--- src/rtl/ppi_tx_unit_pkg.sv ---
`default_nettype none
// ============================================================================
// Module      : ppi_tx_unit_pkg
// Description : Shared PPI definitions: transmit FSM states, default byte
//               width and the trailer length. The receiver's zero-run pause
//               limit is TRAIL_LEN-1 (a count of 23).
// Revision    : 1.0 - initial release
// ============================================================================
package ppi_tx_unit_pkg;

    localparam int unsigned c_DATA_WIDTH = 8;
    localparam int unsigned c_TRAIL_LEN  = 24;

    typedef enum logic [1:0] {
        ST_IDLE  = 2'd0,
        ST_LOAD  = 2'd1,
        ST_TRAIL = 2'd2
    } ppi_tx_state_e;

endpackage
`default_nettype wire

--- src/rtl/ppi_tx_hold.sv ---
`default_nettype none
// ============================================================================
// Module      : ppi_tx_hold
// Description : One-entry holding register for the PPI transmit unit.
//               A load wins over a drain, so a byte can be written out and
//               replaced by the next one in the same cycle.
// Revision    : 1.0 - initial release
// ============================================================================
module ppi_tx_hold
    import ppi_tx_unit_pkg::*;
#(
    parameter int unsigned DATA_WIDTH = c_DATA_WIDTH
) (
    input  logic                  clk,
    input  logic                  rst,
    input  logic                  i_load,
    input  logic                  i_drain,
    input  logic [DATA_WIDTH-1:0] i_data,
    input  logic                  i_last,
    output logic [DATA_WIDTH-1:0] o_data,
    output logic                  o_last
);

    logic [DATA_WIDTH-1:0] r_hold_data;
    logic                  r_hold_last;

    // Capture an accepted byte; clear the entry once it has been written out
    always_ff @(posedge clk or negedge rst) begin
        if (!rst) begin
            r_hold_data <= '0;
            r_hold_last <= 1'b0;
        end else if (i_load) begin
            r_hold_data <= i_data;
            r_hold_last <= i_last;
        end else if (i_drain) begin
            r_hold_data <= '0;
            r_hold_last <= 1'b0;
        end
    end

    assign o_data = r_hold_data;
    assign o_last = r_hold_last;

endmodule
`default_nettype wire

--- src/rtl/ppi_tx_unit.sv ---
`default_nettype none
// ============================================================================
// Module      : ppi_tx_unit
// Description : PPI transmit bridge. Takes bytes over a valid/ready handshake
//               and writes them into the write port of the synchronising FIFO.
//               With PPI_TX_TRAILER_EN defined, each packet is followed by
//               TRAIL_LEN zero bytes; without it TxLast_hs is ignored and
//               packets flow back to back.
// Revision    : 1.0 - initial release
// ============================================================================
module ppi_tx_unit
    import ppi_tx_unit_pkg::*;
#(
    parameter int unsigned DATA_WIDTH = c_DATA_WIDTH,
    parameter int unsigned TRAIL_LEN  = c_TRAIL_LEN,
    parameter int unsigned CNT_WIDTH  = 5
) (
    input  logic                  clk,
    input  logic                  rst,
    input  logic [DATA_WIDTH-1:0] TxData_hs,
    input  logic                  TxValid_hs,
    input  logic                  TxLast_hs,
    output logic                  TxReady_hs,
    input  logic                  w_full,
    output logic [DATA_WIDTH-1:0] w_Data,
    output logic                  winc,
    output logic                  tx_busy
);

    // The trailer counter must be able to reach TRAIL_LEN-1
    if (2**CNT_WIDTH < TRAIL_LEN) begin : g_cnt_width_check
        $error("CNT_WIDTH too narrow for TRAIL_LEN");
    end

    ppi_tx_state_e         r_state;
    ppi_tx_state_e         w_state_nxt;
    logic [DATA_WIDTH-1:0] w_hold_data;
    logic                  w_hold_last;
    logic                  w_last_in;
    logic                  w_winc;
    logic                  w_ready;
    logic [DATA_WIDTH-1:0] w_wdata;
    logic                  w_accept;
    logic                  w_drain;

`ifdef PPI_TX_TRAILER_EN
    logic [CNT_WIDTH-1:0]  r_trail_cnt;
    logic                  w_trail_done;

    assign w_last_in    = TxLast_hs;
    assign w_trail_done = w_winc && (r_trail_cnt == CNT_WIDTH'(TRAIL_LEN - 1));
`else
    // Packet boundaries carry no meaning without a trailer
    assign w_last_in    = TxLast_hs & 1'b0;
`endif

    // Ready is held low for as long as reset is asserted
    assign TxReady_hs = w_ready & rst;
    assign w_accept   = TxValid_hs & TxReady_hs;
    assign w_drain    = (r_state == ST_LOAD) & w_winc;
    assign winc       = w_winc;
    assign w_Data     = w_wdata;
    assign tx_busy    = (r_state != ST_IDLE);

    ppi_tx_hold #(
        .DATA_WIDTH (DATA_WIDTH)
    ) u_hold (
        .clk     (clk),
        .rst     (rst),
        .i_load  (w_accept),
        .i_drain (w_drain),
        .i_data  (TxData_hs),
        .i_last  (w_last_in),
        .o_data  (w_hold_data),
        .o_last  (w_hold_last)
    );

    // State register
    always_ff @(posedge clk or negedge rst) begin
        if (!rst) begin
            r_state <= ST_IDLE;
        end else begin
            r_state <= w_state_nxt;
        end
    end

    // Next-state logic
    always_comb begin
        w_state_nxt = r_state;
        case (r_state)
            ST_IDLE: begin
                if (w_accept) begin
                    w_state_nxt = ST_LOAD;
                end
            end
            ST_LOAD: begin
                if (w_winc) begin
`ifdef PPI_TX_TRAILER_EN
                    if (w_hold_last) begin
                        w_state_nxt = ST_TRAIL;
                    end else
`endif
                    if (w_accept) begin
                        w_state_nxt = ST_LOAD;
                    end else begin
                        w_state_nxt = ST_IDLE;
                    end
                end
            end
`ifdef PPI_TX_TRAILER_EN
            ST_TRAIL: begin
                if (w_trail_done) begin
                    w_state_nxt = ST_IDLE;
                end
            end
`endif
            default: w_state_nxt = ST_IDLE;
        endcase
    end

    // Output logic: FIFO write strobe, write data and handshake ready
    always_comb begin
        w_winc  = 1'b0;
        w_ready = 1'b0;
        w_wdata = '0;
        case (r_state)
            ST_IDLE: begin
                w_ready = 1'b1;
            end
            ST_LOAD: begin
                w_winc  = ~w_full;
                w_wdata = w_hold_data;
                // The last byte of a packet makes way for the trailer, not a new byte
                w_ready = ~w_full & ~w_hold_last;
            end
`ifdef PPI_TX_TRAILER_EN
            ST_TRAIL: begin
                w_winc = ~w_full;
            end
`endif
            default: begin
                w_winc  = 1'b0;
            end
        endcase
    end

`ifdef PPI_TX_TRAILER_EN
    // Count trailer zeros written; held at zero outside the trailer
    always_ff @(posedge clk or negedge rst) begin
        if (!rst) begin
            r_trail_cnt <= '0;
        end else if (r_state != ST_TRAIL) begin
            r_trail_cnt <= '0;
        end else if (w_trail_done) begin
            r_trail_cnt <= '0;
        end else if (w_winc) begin
            r_trail_cnt <= r_trail_cnt + 1'b1;
        end
    end
`endif

endmodule
`default_nettype wire
--- config.mk ---
export PLATFORM = sky130hd
export DESIGN_NAME = ppi_tx_unit
export DESIGN_NICKNAME = d
export VERILOG_FILES = /design/src/rtl/ppi_tx_unit_pkg.sv /design/src/rtl/ppi_tx_hold.sv /design/src/rtl/ppi_tx_unit.sv
export SDC_FILE = /design/constraint.sdc
export NUM_CORES = 1
export LEC_CHECK = 0
export CORE_MARGIN = 2
export CORE_UTILIZATION = 43
export CTS_BUF_LIST = sky130_fd_sc_hd__clkbuf_8
export CTS_CLUSTER_DIAMETER = 50
export CTS_CLUSTER_SIZE = 25
export DETAILED_ROUTE_END_ITERATION = 8
export PLACE_DENSITY = 0.8
export SYNTH_ARGS = -nofsm -noshare
export SYNTH_HDL_FRONTEND = slang
export SYNTH_SLANG_ARGS = --single-unit
--- constraint.sdc ---
create_clock -name clk -period 1.3 [get_ports clk]
set_input_delay 0.195 -clock clk [delete_from_list [all_inputs] [get_ports clk]]
set_output_delay 0.195 -clock clk [all_outputs]
set_load 0.05 [all_outputs]
**After elaboration in Yosys (flattened, before gate mapping)**

Index checks and enable logic that the tools add are counted.

- Output and inout port bits: 11
- Register bits after elaboration: 11

- Mux-type cells: 11
- Bitwise gates (word level): 6
- Reduce and logical (&&, ||, !) cells: 4
- Equal/unequal tests: 3

Operator list:

| operator | number |
|---|---|
| 8-bit two-way mux | 3 |
| 1-bit AND | 4 |
| 1-bit two-way mux | 4 |
| 2-bit two-way mux | 2 |
| 2-bit one-hot mux with 2 select lines | 1 |
| 2-bit nonzero test | 2 |
| 2-bit by 1-bit == test with 1-bit output, second input constant | 1 |
| 2-bit logical NOT | 1 |
| 2-bit by 1-bit != test with 1-bit output, second input constant | 1 |
| 2-bit != test, second input constant | 1 |
| 1-bit inverter | 2 |
| 1-bit one-hot mux with 2 select lines | 1 |
| 2-bit AND reduction | 1 |

**Logic depth before layout (Yosys ltp)**

Gate-level depths: netlist (run 1).

- Word-level depth: 8
- Gate-level depth with buffers: 5

**By module**

Synthesis (run 1) repeated with hierarchy kept, for this count alone.

- Cell total of the unflattened synthesis: 37
- Area, all modules: 464.2 µm²

Modules (own cells, without submodules):

| module | cells each | instances | sequential area each (µm²) | area each (µm²) |
|---|---|---|---|---|
| ppi_tx_hold | 20 | 1 | 225.2 | 336.6 |
| ppi_tx_unit | 17 | 1 | 25.0 | 127.6 |

**Worst setup path before layout (run 1)**

No wires, ideal clock.

- Path kind: reg2out
- Start point: reg r_state[0]
- End point: out winc
- Setup slack: -0.433 ns
- Data required time: 1.105 ns
- Buffers on the path: 1
- Stages on the path, launching flop included: 3
- Arrival: 1.538 ns
- Cell sequence: dfrtp_1 > buf_6 > nor2b_1

- Word-level cells in the longest chain between the ends: 2

Ends and longest elaborated chain:

| item | RTL line | source |
|---|---|---|
| from (decl) | ppi_tx_unit.sv:35 | `ppi_tx_state_e r_state;` |
| from (signal assigned) | ppi_tx_unit.sv:83 | `r_state <= w_state_nxt;` |
| 2-bit by 1-bit == test with 1-bit output | ppi_tx_unit.sv:126 | `case (r_state)` |
| 1-bit two-way mux | ppi_tx_unit.sv:126 |  |
| to (decl) | ppi_tx_unit.sv:26 | `output logic winc,` |

Every way passes these cells.

**Final worst setup path (run 1)**

- Start point: reg r_state[0]
- End point: out w_Data[3]

- Word-level cells in the longest chain between the ends: 2

Ends and longest elaborated chain:

| item | RTL line | source |
|---|---|---|
| 2-bit by 1-bit == test with 1-bit output | ppi_tx_unit.sv:126 |  |
| 8-bit two-way mux | ppi_tx_unit.sv:126 |  |
| to (decl) | ppi_tx_unit.sv:25 | `output logic [DATA_WIDTH-1:0] w_Data,` |

Every way passes these cells.

==> summary.txt, run 1 <==
Synthesis
  – Synth top area share: 0.388
  – Post-Synth XOR/XNOR Area: 0
  – Syn nets: 71
  – Sequential fraction of the synthesis area: 0.388
  – Cell variety after synth: 16
  – Post-synthesis cell area: about 580 µm²
  – Synth top cells by count: 9 x and2_1, 9 x dfrtp_1, 8 x nand2_1
  – Post-synth EDFFs: 0
  – Adder-Cell Fraction of Synth Area: 0
  – Yosys top cell by area: dfrtp_1
  – Synth Area in Simple Gates: 0.289
  – Largest family of logic cells by synthesized area: simple AND/OR/NAND/NOR gates
  – Top cells by area, synth: dfrtp_1 39%, mux2i_1 12%, and2_1 9.7%
  – YS warnings: 0
  – Mean Syn Cell Area: approximately 10 µm²
  – Main synth FF type: dfrtp_1
  – Mux cell area share after synthesis: 0.121
  – Async SR Flop Fraction: 1.00
  – Synthesis-stage register bit count: 9
  – Post-synthesis compound-gate area fraction: 0.123
  – Post-synthesis cell count: a little under 60

Critical path
  – R2R Setup Slk: 0.16 ns
  – Critical path type: reg -> out
  – Critical Path RT: 1.11 ns
  – CP cell instances: buf_4, and2_4, buf_12
  – Worst Path Arrival: 1.13 ns
  – CP max FO: 7
  – Critical path's slowest cell: dfrtp_2
  – Worst Setup End Kind: output pin
  – Critical R2R Launch: r_state[0]$_DFFE_PN0P_
  – CP startpoint kind: register
  – Reg-to-reg critical path endpoint: u_hold.o_data[0]$_DFFE_PN0P_
  – Slowest cell delay on critical path: 0.46 ns
  – Worst path bufs/invs: 2
  – Reg2Reg Depth: 4
  – Largest delay share family, worst path: flip-flops

Cells and area
  – Number of nets in the layout: 105
  – Ant diodes: 0
  – Final Instance Area: ~1100 µm²
  – Area Growth Syn to Fin: 85.1%
  – Layout cells sized above 1: 0.418
  – Fin util: 0.836
  – Fill cells: ~70

STA
  – Final hold slack: about 0.11 ns
  – Setup Skew: approximately 0.00064 ns
  – Max-slew headroom: 0.792
  – Final period utilization: 1.02
  – Final worst slack: -0.0284 ns
  – Final TNS setup: -0.151 ns
  – Fmax: 0.753 GHz
  – Pins Over Slew Limit: 0
  – RSZ-0062 raised after global routing: yes
  – Slew at the pin closest to its max-slew limit: ~0.31 ns
  – Clock period minus worst slack: 1.33 ns
  – Hold Fails Final Rpt: 0
  – # setup viols final: 7

Placement
  – PortBufs: 22
  – Post-DP Area: around 940 µm²
  – Detailed placement HPWL: between 900 and 1000 µm
  – Final Wtd Congestion: slightly below 0.7

Worst hold path
  – Worst min path class: in -> async

CTS
  – Clk_lat worst skew: approximately 0.23 ns
  – Clock sink total: 9
  – CTS tree: built
  – Clk buf depth: 2
  – CTS Buf Count: 3
  – Clock slew at the register clock pins of the worst setup and hold paths: about 0.050 ns
  – H-tree depth: 1
  – Root Driver: clkbuf_8

Pwr
  – Peak supply drop: about 0.8 mV
  – Internal power: 805 µW
  – Sequential share of power: 0.307
  – Clk pwr share: 0.269
  – Pwr Total: between 1000 and 1500 µW
  – PD cells: 1110 nW/µm²
  – Pleak: ~0.00046 µW
  – Comb pwr share: 0.424
  – Switch Pwr: slightly below 400 µW
  – Sw frac: 0.326

Floorplan
  – Die X: 40.7 µm
  – # rows: 13
  – Core area: 1280 µm²
  – Die area: 1660 µm²
  – DIE HEIGHT: approximately 40 µm
  – Initial Utilization: 0.452
  – Ports: 24

Run
  – MaxCap Viol Count: 0

Global route
  – Initial antenna violation count: 0
  – Largest net degree at the start of global routing: 17
  – GRT overflow: 0
  – Global-route wire length before repair: 2280 µm
  – GRT Overall Usage: 0.221
  – Vias in the first global route: ~530

Outcome
  – Failing checks: setup timing
  – Status: complete, but fails checks

Route
  – DR vias/cell: ~5.4
  – DRT antenna net count: 0
  – DR pass1 iterations: 3
  – Final WL: ~1800 µm
  – Via count: 577
  – Routed len/inst: ~17 µm
  – Initial DRC count: 2
  – DRC: 0
==> kinds of logic (layout without fill, tap and decap cells) <==
kind of cell	after synthesis	in the layout
compound gates	9	9
mux	7	7
simple gates	28	29
buf+inv	5	37
flops	9	9
==> power groups by stage <==
stage	Combinational [µW]	Clock [µW]	Sequential (µW)
detailed placement	449	0	372
finish	507	321	367
global placement	440	0	370
floorplan	249	0	365
CTS	500	323	364
global route	529	339	370
==> state kept, by name, indices dropped and copies added (netlist names) <==
name	count
u_hold.o_data	8
r_state	1
==> layout make-up <==
type                            count  area [µm²]  area share
Clock inverter                      1        3.75     0.00349
Timing Repair Buffer               33         447       0.416
Sequential cell                     9         226       0.211
Tap cell                           15        18.8      0.0175
Clock buffer                        3        41.3      0.0384
Multi-Input combinational cell     45         338       0.314
==> repair_timing <==
| item | in CTS | in global routing |
|---|---|---|
| pin swaps | 1 | 1 |
| buffers inserted | 6 | 0 |
| hold buffers | 0 | 0 |
| cloned | 0 | 1 |
| setup endpoints to repair | 5 | 10 |
| resized for setup | 4 | 1 |
==> worst max-delay path by stage <==
stage          slack [ns]  cells past startpoint                    from                      endpoint
2_1_floorplan       -0.04                      2  r_state[0]$_DFFE_PN0P_                          winc
3_3_place_gp        -0.12                      4                     rst  u_hold.o_data[6]$_DFFE_PN0P_
3_5_place_dp        -0.15                      4                     rst  u_hold.o_data[5]$_DFFE_PN0P_
4_1_cts             -0.02                      3  r_state[0]$_DFFE_PN0P_                     w_Data[3]
5_1_grt             -0.05                      3  r_state[0]$_DFFE_PN0P_                     w_Data[3]
6_report            -0.03                      3  r_state[0]$_DFFE_PN0P_                     w_Data[3]
==> routing by layer <==
layer | vias up | wire, µm | track usage
li1 | 271 | - | -
met1 | 283 | 731 | 0.282
met2 | 21 | 936 | 0.341
met3 | 2 | 64 | 0.0163
met4 | 0 | 20 | 0.175
met5 | - | 0 | 0
==> stage by stage <==
| step | cells | worst slack [ns] |
|---|---|---|
| floorplan | 58 | -0.0413 |
| global placement | 95 | -0.116 |
| detailed placement | 95 | -0.153 |
| CTS | 105 | -0.0244 |
| global route | 106 | -0.0479 |
| finish | 106 | -0.0284 |
==> cell usage in the layout, fill, tap and decap left out <==
master           count
a32o_1               1
and2_1               2
and2_2               1
and2_4               9
buf_12              13
buf_4                7
buf_6                2
clkbuf_8             3
clkdlybuf4s50_1      9
dfrtp_1              8
dfrtp_2              1
dlygate4sd2_1        1
dlymetal6s2s_1       1
inv_1                1
mux2i_1              7
nand2_1              8
nand3b_1             7
nor2b_2              1
o211ai_1             7
o21ai_2              1
or2_1                1
==> tightest hold or removal path, cell delays in order <==
cell	delay, ns
dlymetal6s2s_1	0.18
buf_6	0.13
buf_4	0.17
No activity file was read; power rests on OpenSTA's default activity.
==> run 2, diff against run 1 <==
Settings changed: CORE_UTILIZATION 43 to 39, GPL_TIMING_DRIVEN from default to 0, PLACE_DENSITY 0.8 to 0.77.
Clock period 1.3 ns to 1.2 ns, I/O delays scaled along.
==> run 2 against run 1 <==
Net effect:
- die area up 9.2%
- worst setup slack worse by 0.14 ns
- non-clock buffer count unchanged
- first-iteration DRC count rose to 2.5 times the previous value
- largest power group unchanged
- power up 2.0%
- the run still ends with setup timing left
==> summary.txt, run 2 (synthesized netlist as in run 1, its figures left out) <==
Critical path
  – Critical Path RT: approximately 1 ns
  – CP startpoint kind: register
  – Critical R2R Launch: r_state[0]$_DFFE_PN0P_
  – Worst Setup End Kind: output pin
  – Critical path type: reg -> out
  – Worst Setup SP: r_state[0]$_DFFE_PN0P_
  – Reg2Reg Depth: 4
  – CP max FO: 6
  – Worst Path Arrival: 1.19 ns

Worst hold path
  – Hold path start: u_hold.o_data[2]$_DFFE_PN0P_
  – Worst min path class: reg -> reg
  – Hold path cells: 1

STA
  – Pins Over Slew Limit: 0
  – Final TNS setup: -1.53 ns
  – Hold Fails Final Rpt: 0
  – Fmax: about 0.73 GHz
  – Slew at the pin closest to its max-slew limit: approximately 0.49 ns
  – Final hold slack: slightly below 0.5 ns
  – Clock period minus worst slack: between 1 and 1.5 ns
  – Final period utilization: 1.14
  – Max-slew headroom: 0.675
  – Setup Skew: between 0.0004 and 0.0005 ns
  – Final worst slack: -0.169 ns
  – # setup viols final: 11
  – RSZ-0062 raised after global routing: yes

Pwr
  – Pleak: 0.000445 µW
  – PD cells: about 1200 nW/µm²
  – Peak supply drop: about 0.74 mV

CTS
  – CTS Buf Count: 3
  – H-tree depth: 1
  – CTS tree: built
  – Clk buf depth: 2
  – Root Driver: clkbuf_8
  – Clock slew at the register clock pins of the worst setup and hold paths: around 0.04 ns
  – Clock sink total: 9
  – Clk_lat worst skew: between 0.2 and 0.25 ns

Floorplan
  – Initial Utilization: 0.430
  – Ports: 24
  – Die area: roughly 1800 µm²
  – Core area: ~1400 µm²
  – Die X: between 40 and 50 µm
  – # rows: 13
  – DIE HEIGHT: approximately 43 µm

Global route
  – GRT overflow: 0
  – Initial antenna violation count: 0
  – Vias in the first global route: around 540
  – GRT Overall Usage: 0.180
  – Global-route wire length before repair: 2460 µm
  – Largest net degree at the start of global routing: 11

Route
  – Via count: roughly 530
  – DRC: 0
  – Top layer in use: met3
  – Met2 routed WL: roughly 720 µm
  – Initial DRC count: 5
  – Routed len/inst: roughly 14 µm
  – Final WL: 1510 µm
  – Met3 Wirelength: around 87 µm
  – Metal-1 WL: about 700 µm
  – DRT antenna net count: 0
  – DR vias/cell: 5.04
  – DR pass1 iterations: 4

Cells and area
  – Ant diodes: 0
  – Area Growth Syn to Fin: 75.6%
  – Most common cell after layout, fill and taps aside: and2_4
  – Layout cells sized above 1: 0.429
  – Most frequent cells in the layout: 10 x and2_4, 9 x buf_6, 9 x clkdlybuf4s50_1
  – Max reg flops: 8
  – Number of nets in the layout: 105
  – Fill cells: 97
  – Final Instance Area: between 1000 and 1500 µm²

Run
  – MaxCap Viol Count: 0

Outcome
  – Failing checks: setup timing
  – Status: complete, but fails checks

Placement
  – Detailed placement HPWL: around 880 µm
  – Post-Place Setup Slack: -0.992 ns
  – Post-DP Area: roughly 860 µm²
  – Final Wtd Congestion: approximately 0.65
  – PortBufs: 22
[run 2: stage by stage]
step,instances,util,total power [µW]
4_1_cts,105,0.739,1210
3_3_place_gp,95,0.636,805
2_1_floorplan,58,-,675
5_1_grt,106,0.755,1290
6_report,106,0.755,1220
3_5_place_dp,95,0.636,810
[run 2: repair_timing]
item                                    CTS  global route
endpoints found under the setup margin   20            15
gates resized for setup                  81             1
pin swaps                                 1             0
cloned                                    2             2
hold endpoints to repair                  9             0
buffers inserted                          3             0
hold buffers                              1             0
[run 2: final timing paths]
kind                                           endpoint  slack [ns]
min in group asynchronous  u_hold.o_data[3]$_DFFE_PN0P_        0.58
max reg2reg                      r_state[0]$_DFFE_PN0P_        0.04
max                                           w_Data[4]       -0.17
max in group asynchronous        r_state[0]$_DFFE_PN0P_        0.29
min                        u_hold.o_data[2]$_DFFE_PN0P_        0.48
min reg2reg                u_hold.o_data[2]$_DFFE_PN0P_        0.48
[run 2: layout make-up]
class / count / area (µm²) / area share
timing repair buffer: 29 / 319 / 0.313
clock inverter: 1 / 3.75 / 0.00368
clock buffer: 3 / 41.3 / 0.0405
multi-input combinational: 45 / 348 / 0.341
tap: 15 / 18.8 / 0.0184
sequential: 9 / 226 / 0.222
buffer: 4 / 62.6 / 0.0613
[run 2: critical path, stage by stage (launching register included)]
cell       delay (ns)
dfrtp_2          0.40
buf_6            0.14
clkbuf_16        0.14
and2_4           0.13
buf_6            0.14
[run 2: report_power, final]
group | internal, µW | total, µW | switching (µW)
clock network | 223 | 343 | 120
logic | 246 | 488 | 243
registers | 354 | 388 | 34.7
total | 822 | 1220 | 398
[run 2: metal layers]
| metal | global-route usage | vias to the layer above |
|---|---|---|
| met4 | 0.0875 | 0 |
| met1 | 0.240 | 242 |
| li1 | - | 273 |
| met3 | 0.0345 | 0 |
| met5 | 0 | - |
| met2 | 0.277 | 19 |
